--- src/rtl/mig_pkg.sv ---
// Shared MIG app-interface definitions used by the read and write controllers.
package mig_pkg;

  localparam logic [2:0] MIG_CMD_WR = 3'b000;
  localparam logic [2:0] MIG_CMD_RD = 3'b001;

  localparam int MIG_ADDR_W    = 28;
  localparam int MIG_DATA_W    = 128;
  localparam int MIG_ADDR_INC  = 8;
  localparam int MIG_LEN_W     = 16;
  localparam int MIG_DATA_LEAD = 4;

  typedef enum logic [1:0] {
    IDLE  = 2'd0,
    WRITE = 2'd1,
    DONE  = 2'd2
  } wr_state_e;

endpackage

--- src/rtl/mig_ctrl_wr.sv ---
// Burst write controller for the MIG native app port: pops FWFT beats onto the
// write-data channel and issues one write command per beat, data leading by at most DATA_LEAD.
module mig_ctrl_wr
  import mig_pkg::*;
#(
  parameter int ADDR_W    = MIG_ADDR_W,
  parameter int DATA_W    = MIG_DATA_W,
  parameter int LEN_W     = MIG_LEN_W,
  parameter int ADDR_INC  = MIG_ADDR_INC,
  parameter int DATA_LEAD = MIG_DATA_LEAD
) (
  input  logic                ui_clk,
  input  logic                rst_n,
  input  logic                init_calib_complete,
  input  logic                wr_req,
  input  logic [ADDR_W-1:0]   wr_req_addr,
  input  logic [LEN_W-1:0]    wr_length,
  input  logic [DATA_W-1:0]   wr_data,
  input  logic                wr_data_valid,
  output logic                wr_data_ready,
  output logic                wr_busy,
  output logic                wr_done,
  output logic [ADDR_W-1:0]   app_addr,
  output logic [2:0]          app_cmd,
  output logic                app_en,
  input  logic                app_rdy,
  output logic [DATA_W-1:0]   app_wdf_data,
  output logic                app_wdf_wren,
  output logic                app_wdf_end,
  output logic [DATA_W/8-1:0] app_wdf_mask,
  input  logic                app_wdf_rdy
);

  wr_state_e          state_q, state_d;
  logic [LEN_W-1:0]   len_q, len_d;
  logic [LEN_W-1:0]   data_cnt_q, data_cnt_d;
  logic [LEN_W-1:0]   cmd_cnt_q, cmd_cnt_d;
  logic [ADDR_W-1:0]  addr_cur_q, addr_cur_d;

  logic               start_s;
  logic               start_burst_s;
  logic               cmd_acc_s;
  logic               last_cmd_s;
  logic [LEN_W-1:0]   lead_s;

  assign start_s       = (state_q == IDLE) && wr_req && init_calib_complete;
  assign start_burst_s = start_s && (wr_length != {LEN_W{1'b0}});
  assign lead_s        = data_cnt_q - cmd_cnt_q;
  assign cmd_acc_s     = app_en && app_rdy;
  assign last_cmd_s    = cmd_acc_s && (cmd_cnt_q == (len_q - LEN_W'(1)));

  // State and datapath registers
  always_ff @(posedge ui_clk) begin
    if (!rst_n) begin
      state_q    <= IDLE;
      len_q      <= {LEN_W{1'b0}};
      data_cnt_q <= {LEN_W{1'b0}};
      cmd_cnt_q  <= {LEN_W{1'b0}};
      addr_cur_q <= {ADDR_W{1'b0}};
    end else begin
      state_q    <= state_d;
      len_q      <= len_d;
      data_cnt_q <= data_cnt_d;
      cmd_cnt_q  <= cmd_cnt_d;
      addr_cur_q <= addr_cur_d;
    end
  end

  // Next-state logic
  always_comb begin
    state_d = state_q;
    case (state_q)
      IDLE: begin
        if (start_s) begin
          state_d = (wr_length == {LEN_W{1'b0}}) ? DONE : WRITE;
        end else begin
          state_d = IDLE;
        end
      end
      WRITE: begin
        if (last_cmd_s) begin
          state_d = DONE;
        end else begin
          state_d = WRITE;
        end
      end
      DONE:    state_d = IDLE;
      default: state_d = IDLE;
    endcase
  end

  // Counter and address next-state; data and command channels advance independently
  always_comb begin
    len_d      = len_q;
    data_cnt_d = data_cnt_q;
    cmd_cnt_d  = cmd_cnt_q;
    addr_cur_d = addr_cur_q;
    if (start_burst_s) begin
      len_d      = wr_length;
      addr_cur_d = wr_req_addr;
      data_cnt_d = {LEN_W{1'b0}};
      cmd_cnt_d  = {LEN_W{1'b0}};
    end else begin
      if (app_wdf_wren) begin
        data_cnt_d = data_cnt_q + LEN_W'(1);
      end else begin
        data_cnt_d = data_cnt_q;
      end
      if (cmd_acc_s) begin
        cmd_cnt_d  = cmd_cnt_q + LEN_W'(1);
        addr_cur_d = addr_cur_q + ADDR_W'(ADDR_INC);
      end else begin
        cmd_cnt_d  = cmd_cnt_q;
        addr_cur_d = addr_cur_q;
      end
    end
  end

  // Output decode; app_en uses registered state only so it holds while app_rdy is low
  always_comb begin
    wr_data_ready = (state_q == WRITE) && (data_cnt_q < len_q) &&
                    (lead_s < LEN_W'(DATA_LEAD)) && app_wdf_rdy;
    app_wdf_wren  = wr_data_ready && wr_data_valid;
    app_wdf_end   = app_wdf_wren;
    app_en        = (state_q == WRITE) && (cmd_cnt_q < len_q) && (cmd_cnt_q < data_cnt_q);
    wr_busy       = (state_q != IDLE);
    wr_done       = (state_q == DONE);
  end

  assign app_addr     = addr_cur_q;
  assign app_cmd      = MIG_CMD_WR;
  assign app_wdf_data = wr_data;
  assign app_wdf_mask = {(DATA_W/8){1'b0}};

endmodule

--- config.mk ---
export PLATFORM = sky130hd
export DESIGN_NAME = mig_ctrl_wr
export DESIGN_NICKNAME = d
export VERILOG_FILES = /design/src/rtl/mig_pkg.sv /design/src/rtl/mig_ctrl_wr.sv
export SDC_FILE = /design/constraint.sdc
export NUM_CORES = 1
export LEC_CHECK = 0
export BUFFER_PORTS_ARGS = -buffer_cell sky130_fd_sc_hd__buf_4
export CAP_MARGIN = 5
export CORE_MARGIN = 1
export CORE_UTILIZATION = 35
export CTS_CLUSTER_SIZE = 10
export DETAILED_ROUTE_END_ITERATION = 12
export GPL_TIMING_DRIVEN = 0
export HOLD_SLACK_MARGIN = 0.15
export PLACE_DENSITY = 0.75
export SYNTH_ARGS = -nofsm -noshare
export SYNTH_HDL_FRONTEND = slang
export SYNTH_SLANG_ARGS = --single-unit
--- constraint.sdc ---
create_clock -name ui_clk -period 4.1 [get_ports ui_clk]
set_input_delay 0.41 -clock ui_clk [delete_from_list [all_inputs] [get_ports ui_clk]]
set_output_delay 0.41 -clock ui_clk [all_outputs]
set_load 0.1 [all_outputs]
**Word-level counts from Yosys, hierarchy flattened**

Index checks and enable logic that the tools add are counted.

- Reduce and logical (&&, ||, !) cells: 17
- Eq/ne operators: 3
- Multipliers: 0
- Add/subtract/negate cells: 5
- Shifts and indexed selects: 0
- Multiplexer cells: 6
- Bitwise gates (word level): 1
- Div/mod/pow operators: 0
- $lt $le $gt $ge: 4

Operators by type and width:

| kind | number |
|---|---|
| 28-bit two-way mux | 2 |
| 16-bit less-than comparator | 3 |
| 16-bit by 1-bit adder with 16-bit output (second input constant) | 2 |
| 28-bit by 4-bit adder with 28-bit output (second input constant) | 1 |
| 16-bit == test | 1 |
| 16-bit zero test | 1 |
| 16-bit by 3-bit less-than comparator with 1-bit output (second input constant) | 1 |
| 16-bit nonzero test | 1 |
| 16-bit by 1-bit subtractor with 16-bit output (second input constant) | 1 |
| 16-bit subtractor | 1 |
| 1-bit logical AND | 11 |
| 2-bit two-way mux | 3 |
| 2-bit case mux with 2 select lines | 1 |
| 2-bit nonzero test | 2 |
| 2-bit by 1-bit == test with 1-bit output (second input constant) | 1 |
| 2-bit == test (second input constant) | 1 |
| 2-bit zero test | 1 |
| 2-bit OR reduction | 1 |
| 1-bit NOT | 1 |

- Output and inout port bits: 181
- Bits in writable memories: 0
- Latch bits: 0
- Bits in registers: 78
- Bits in read-only memories: 0
- Memories: 0

**Longest topological paths before layout**

Gate-level depths: netlist (run 1).

- Word-level depth: 7
- Depth in mapped cells: 15

**Least setup slack after synthesis (run 1)**

OpenSTA, ideal clock, no wires.

- Path kind: reg2out
- Start point: reg cmd_cnt_q[3]
- End point: out app_wdf_wren
- Stages on the path, launching flop included: 15
- Arrival time: 3.985 ns
- Slack: -0.295 ns
- Data required time: 3.690 ns
- Cells stage by stage: dfxtp_1 clkbuf_1 inv_1 ha_1 buf_6 xor2_1 or4_1 a2111oi_0 nand3_1 or3_1 nor3_1 nand4b_1 nor2_1 and3_1 buf_4

- Longest elaborated chain between the ends: 5

Ends and longest elaborated chain:

| item | RTL line | RTL |
|---|---|---|
| start, declared | mig_ctrl_wr.sv:37 | `logic [LEN_W-1:0] cmd_cnt_q, cmd_cnt_d;` |
| start signal, assigned | mig_ctrl_wr.sv:58 | `cmd_cnt_q <= {LEN_W{1'b0}};` |
| start signal, assigned | mig_ctrl_wr.sv:64 | `cmd_cnt_q <= cmd_cnt_d;` |
| 16-bit subtractor | mig_ctrl_wr.sv:48 | `assign lead_s = data_cnt_q - cmd_cnt_q;` |
| 16-bit by 3-bit less-than comparator with 1-bit output | mig_ctrl_wr.sv:122 | `(lead_s < LEN_W'(DATA_LEAD)) && app_wdf_rdy;` |
| 1-bit logical AND | mig_ctrl_wr.sv:121 | `wr_data_ready = (state_q == WRITE) && (data_cnt_q < len_q) &&` |
| 1-bit logical AND | mig_ctrl_wr.sv:122 |  |
| 1-bit logical AND | mig_ctrl_wr.sv:123 | `app_wdf_wren = wr_data_ready && wr_data_valid;` |
| end, declared | mig_ctrl_wr.sv:28 | `output logic app_wdf_wren,` |

No other way between the ends.

**Final worst setup path (run 1)**

Same ends and word-level chain as after synthesis.

==> qor.yml, run 1 <==
die_x_um: 145
finalSetupViolations: 0
drt-met1-wl_mm: 8.49
fmax_mhz: 252
drive_above_1_share: 0.355
antenna_left: 0
clockRootBuffer: "clkbuf_16"
min_path_type: "primary input to register"
required_ns: 3.69
synth_edf_count: 0
gp_congestion: 0.890
fin_worst_skew_ns: 0.00668
drt_wl_total_mm: 21.1
clockBufferDepth: 2
synth_compound_area_frac: 0.191
cts_inserted_buffers: 9
avgSynthCellArea_um2: 7.57
clock-sinks: 78
arrival_ns: 3.56
dp_cells: 1435
rr_startpoint: "cmd_cnt_q[3]"
antennaDiodeCount: 0
routedWlPerCell_um: 14.5
area_growth_syn_to_layout_pct: 34.8
start_util: 0.361
ys_warn_count: 0
critPathLaunchType: "register"
synth_top_family_by_area: "simple AND/OR/NAND/NOR gates"
critical_path.endpoint_type: "primary output"
cts_tree: "done"
synth-xor-area-share: 0.0591
layout.cells.most_common_list: "buf_4 (359), nand2_1 (90), dfxtp_1 (73)"
yosysUniqueCellTypes: 67
vias_per_cell: 5.07
top_layer: "met4"
synthMuxAreaShare: 0.0113
rows: 51
async_flop_share: 0
max-cap-violations: 0
synth_area_um2: 7110
crit_fanout: 8
synth_cells: 940
relSlewSlack: 0.452
period_minus_slack_ns: 3.97
clk_pin_slew_ns: 0.06
numPortBuffers: 212
n_fill_cell: 1949
cts_htree_levels: 3
synth_seq_area_share: 0.219
drv_slew: 0
route.met3.wl_mm: 1.74
overflow: 0
pre_cts_ws_ns: -0.141
synth_seq_cells: 78
r2r_slack_ns: 0.22
grt_pass1_vias: 6573
worstSetupPathType: "register to primary output"
synthAdderAreaFrac: 0.0897
antenna_found_initial: 0
drc_errors: 0
drt_iter0_markers: 371
io_pins: 360
ctsHoldBuffers: 0
grt_pass1_wl_mm: 32.0
clock_latency_ns: 0.34
dr.pass1.iters: 5
wl_met2_mm: 10.4
fin_ws_ns: 0.127
die_h_um: 145
die_area_um2: 20900
crit_start: "cmd_cnt_q[3]"
power.leakage_uw: 0.00451
hold_start: "wr_req_addr[2]"
peakVddDrop_uv: 275
vias: 7340
tns_ns: 0
post-dp-hpwl_mm: 17.1
status: "finished, final reports clean"
finalCritPeriodShare: 0.969
instances_no_fill: 1449
track_usage: 0.194
tightestPinTransition_ns: 0.820
nNetsFinal: 1410
final_common_cell: "buf_4"
synthSimpleGateAreaFrac: 0.225
grt_max_degree: 13
ys.flop_type: "dfxtp_1"
hold_viol: 0
coreArea_um2: 19700
power_density_nw_per_um2: 315
logic make-up (layout without fill, tap and decap cells):
group	after synthesis	after routing
simple gates	314	314
buf+inv	232	458
compound gates	208	208
flops	78	78
fa+ha+maj	51	51
xor+xnor	48	48
mux	8	8
other cells	1	19
state kept, by name, summed over array words and instances (netlist names):
name,cells
app_addr,28
cmd_cnt_q,16
data_cnt_q,16
len_q,16
state_q,2
metal layers:
layer / global-route usage / vias up
met5: 0 / -
met4: 0.0765 / 0
met3: 0.0430 / 34
met2: 0.336 / 321
met1: 0.233 / 3337
li1: - / 3648
Yosys cell counts, types with 8 or more instances:
cell | number | area (µm²)
xnor2_1 | 22 | 193
buf_4 | 148 | 1110
or4_1 | 10 | 75.1
mux2i_1 | 8 | 80.1
inv_1 | 50 | 188
nand2b_1 | 13 | 81.3
nor2_1 | 42 | 158
and3_1 | 19 | 119
nand2_1 | 90 | 338
or3_1 | 9 | 56.3
dfxtp_1 | 78 | 1560
clkbuf_1 | 25 | 93.8
and2_1 | 9 | 56.3
nor4_1 | 10 | 62.6
a21boi_0 | 19 | 143
a31oi_1 | 13 | 81.3
a21oi_1 | 53 | 265
xor2_1 | 26 | 228
ha_1 | 51 | 638
nand3_1 | 38 | 190
a21o_1 | 11 | 82.6
nor3_1 | 22 | 110
o21ai_0 | 52 | 260
nand4_1 | 28 | 175
worst max-delay path, cell delays in order, from the launching register on:
cell	delay, ns
dfxtp_2	0.34
buf_6	0.14
inv_2	0.06
ha_1	0.28
buf_6	0.14
xor2_1	0.14
or4_4	0.46
a2111oi_4	0.31
nand3_1	0.12
or3_1	0.37
nor3_2	0.11
nand4b_1	0.13
nor2_2	0.14
and3_4	0.20
buf_4	0.11
buf_12	0.16
layout make-up:
| cell class | instances | area, µm² | share of cell area |
|---|---|---|---|
| clock buffers | 12 | 267 | 0.0278 |
| inverters | 50 | 188 | 0.0196 |
| plain buffers | 180 | 1270 | 0.132 |
| well taps | 265 | 332 | 0.0346 |
| clock inverters | 3 | 90.1 | 0.00940 |
| repair buffers | 213 | 1620 | 0.168 |
| flip-flops and latches | 78 | 1570 | 0.164 |
| multi-input cells | 648 | 4260 | 0.444 |
worst paths after layout:
check / to / cells past startpoint
worst max-delay path: app_wdf_wren / 15
worst min register to register: app_addr[1] / 2
worst max register to register: data_cnt_q[8] / 15
worst min-delay path: app_addr[2] / 3
metrics by stage:
step,util,instance area (µm²),hold slack [ns],power (µW)
floorplan,-,7190,0.457,1840
global placement,0.462,9110,0.457,2060
detailed placement,0.462,9110,0.467,2070
CTS,0.482,9500,0.325,3020
global route,0.486,9590,0.326,3120
finish,0.486,9590,0.329,3020
what timing repair did:
action	in CTS	in global routing
endpoints found under the setup margin	15	22
endpoints found under the hold margin	0	0
gates resized for setup	11	27
buffers inserted	0	1
cloned	0	0
pin swaps	0	4
power breakdown:
group / leakage (µW) / internal (µW) / switching, µW
sequential: 0.000637 / 787 / 33.6
combinational: 0.00370 / 318 / 920
clock: 0.000175 / 641 / 318
total: 0.00451 / 1750 / 1270
No activity file was read; power rests on OpenSTA's default activity.
==> inputs of run 2 (changes only) <==
HOLD_SLACK_MARGIN = 0.05   (was 0.15)
clock period = 4.35 ns   (was 4.1 ns; I/O delays follow)
==> run 2 against run 1 <==
Compared with the run above: die area is the same; sequential power down 5.7%; worst setup slack improved by 0.049 ns; register-to-register slack better by 0.04 ns; core utilization shrank 0.40 points; routed wire length shrank 0.36%; clock skew up 0.0011 ns; combinational power decreased by 6%; global-route usage barely moved; critical path type unchanged.
==> qor.yml, run 2 (synthesized netlist as in run 1, its figures left out) <==
fin_worst_skew_ns: 0.00777  # +0.00109 ns
max-cap-violations: 0  # unchanged
grt_pass1_vias: 6569  # -0.061%
overflow: 0  # unchanged
dp_cells: 1435  # unchanged
rsz0062_at_grt: "no"
multiInputGateArea_um2: 4200  # -1.4%
period_minus_slack_ns: 4.17
grt.busiest_layer: "met2"
vias_per_cell: 5.03  # -0.67%
area_growth_syn_to_layout_pct: 33.7
layout.cells.most_common_list: "buf_4 (358), nand2_1 (90), dfxtp_1 (78)"
post-dp-hpwl_mm: 17.1  # unchanged
finalSetupViolations: 0  # unchanged
n_fill_cell: 1943  # -0.31%
track_usage: 0.194  # about the same
clock-sinks: 78  # unchanged
drt_iter0_markers: 342  # -7.8%
cts_tree: "done"
required_ns: 3.91  # +0.22 ns
rows: 51  # unchanged
clockBufferDepth: 2  # unchanged
r2r_slack_ns: 0.26  # +0.04 ns
min_path_type: "primary input to register"
tightestPinTransition_ns: 1.06  # +0.242 ns
io_pins: 360  # unchanged
drv_slew: 0  # unchanged
antenna_left: 0  # unchanged
place_area_um2: 9110  # unchanged
nNetsFinal: 1411  # +0.071%
antennaDiodeCount: 0  # unchanged
crit_fanout: 8  # unchanged
die_area_um2: 20900  # unchanged
die_h_um: 145  # unchanged
clockRootBuffer: "clkbuf_16"
final_common_cell: "buf_4"
critPathBufInv: 5  # unchanged
relSlewSlack: 0.274  # -0.178
vias: 7296  # -0.60%
drc_errors: 0  # unchanged
slowest_delay_ns: 0.48  # +0.02 ns
routedWlPerCell_um: 14.5  # -0.42%
largest_reg_flops: 28  # unchanged
use_met1: 0.233  # -0.000249
numPortBuffers: 212  # unchanged
fmax_mhz: 240
cts_htree_levels: 3  # unchanged
antenna_found_initial: 0  # unchanged
instances_no_fill: 1450  # +0.069%
coreArea_um2: 19700  # unchanged
die_x_um: 145  # unchanged
start_util: 0.361  # unchanged
arrival_ns: 3.74  # +0.18 ns
tns_ns: 0  # unchanged
grtUsageMet2: 0.337  # +0.00101
seqCellArea_um2: 1560  # -0.40%
power_density_nw_per_um2: 299  # -5.0%
power.leakage_uw: 0.00449  # -0.54%
crit_chain: "clkbuf_4 > inv_1 > ha_1 > buf_6 > xor2_1 > or4_1 > a2111oi_2 > nand3_1 > or3_1 > nor3_1 > nand4b_1 > nor2_2 > and3_2 > buf_4 > buf_8"
peakVddDrop_uv: 261  # -5.1%
clock_latency_ns: 0.34  # about the same
grt_pass1_wl_mm: 31.9  # about the same
worstSetupPathType: "register to primary output"
grt_util_met3: 0.0430  # unchanged
slowest_stage: "or4_1"
status: "finished, final reports clean"
gp_congestion: 0.890  # unchanged
critPathLaunchType: "register"
dr.pass1.iters: 5  # unchanged
critical_path.top_delay_family: "simple AND/OR/NAND/NOR gates"
grt_max_degree: 13  # unchanged
hold_viol: 0  # unchanged
drive_above_1_share: 0.343  # -0.0121
cts_inserted_buffers: 9  # unchanged
postLayoutCellArea_um2: 9510  # -0.82%
critical_path.endpoint_type: "primary output"
finalCritPeriodShare: 0.959
clk_pin_slew_ns: 0.06  # about the same
drt_wl_total_mm: 21.0  # -0.36%
-- run 2: changes by cell type in the layout (fill, tap and decap cells not counted), sizes merged --
cell,previous run,this run
buf,370,369
clkbuf,35,37
-- run 2: layout make-up --
type                            instances  share of cell area
Buffer                                182               0.133
Clock buffer                           12              0.0280
Clock inverter                          3             0.00947
Inverter                               50              0.0197
Multi-Input combinational cell        648               0.442
Sequential cell                        78               0.164
Tap cell                              265              0.0349
Timing Repair Buffer                  212               0.169
-- run 2: timing repair --
| action | 4_1_cts | 5_1_grt |
|---|---|---|
| setup buffers | 0 | 0 |
| endpoints found under the setup margin | 3 | 9 |
| hold buffers | 0 | 0 |
| pin swaps | 0 | 1 |
| gates resized for setup | 5 | 11 |
-- run 2: worst register-to-register path: stages (launching register included) --
cell and delay [ns]:
dfxtp_1 0.42, inv_1 0.12, ha_1 0.32, a21o_1 0.17
a2111oi_0 0.89, o41a_1 0.29, nand2_1 0.08, nor3_4 0.52
clkbuf_1 0.65, nand4_1 0.27, a22o_1 0.25
-- run 2: final timing paths --
path,start,to,cells after the start
max,cmd_cnt_q[3],app_wdf_wren,15
min,wr_req_addr[2],app_addr[2],3
max reg2reg,len_q[14],state_q[0],10
min reg2reg,app_addr[1],app_addr[1],2
-- run 2: where the power goes --
group / internal (µW) / leakage (µW) / switching [µW] / total [µW]
combinational: 298 / 0.00368 / 867 / 1160
clock: 605 / 0.000175 / 301 / 906
sequential: 741 / 0.000635 / 31.8 / 773
total: 1640 / 0.00449 / 1200 / 2840
-- run 2: routing by layer --
layer | wire [µm] | part of all wire | up-vias
li1 | - | - | 3656
met1 | 8480 | 0.40 | 3304
met2 | 10200 | 0.49 | 301
met3 | 1780 | 0.085 | 35
met4 | 507 | 0.024 | 0
met5 | 0 | 0 | -
-- run 2: stage by stage --
| stage | utilization | worst slack, ns | power (µW) | hold WS [ns] |
|---|---|---|---|---|
| global route | 0.482 | 0.0234 | 2940 | 0.351 |
| global placement | 0.462 | 0.177 | 1940 | 0.457 |
| CTS | 0.481 | 0.0457 | 2850 | 0.350 |
| floorplan | - | 0.268 | 1730 | 0.457 |
| finish | 0.482 | 0.176 | 2840 | 0.353 |
| detailed placement | 0.462 | 0.0844 | 1950 | 0.467 |
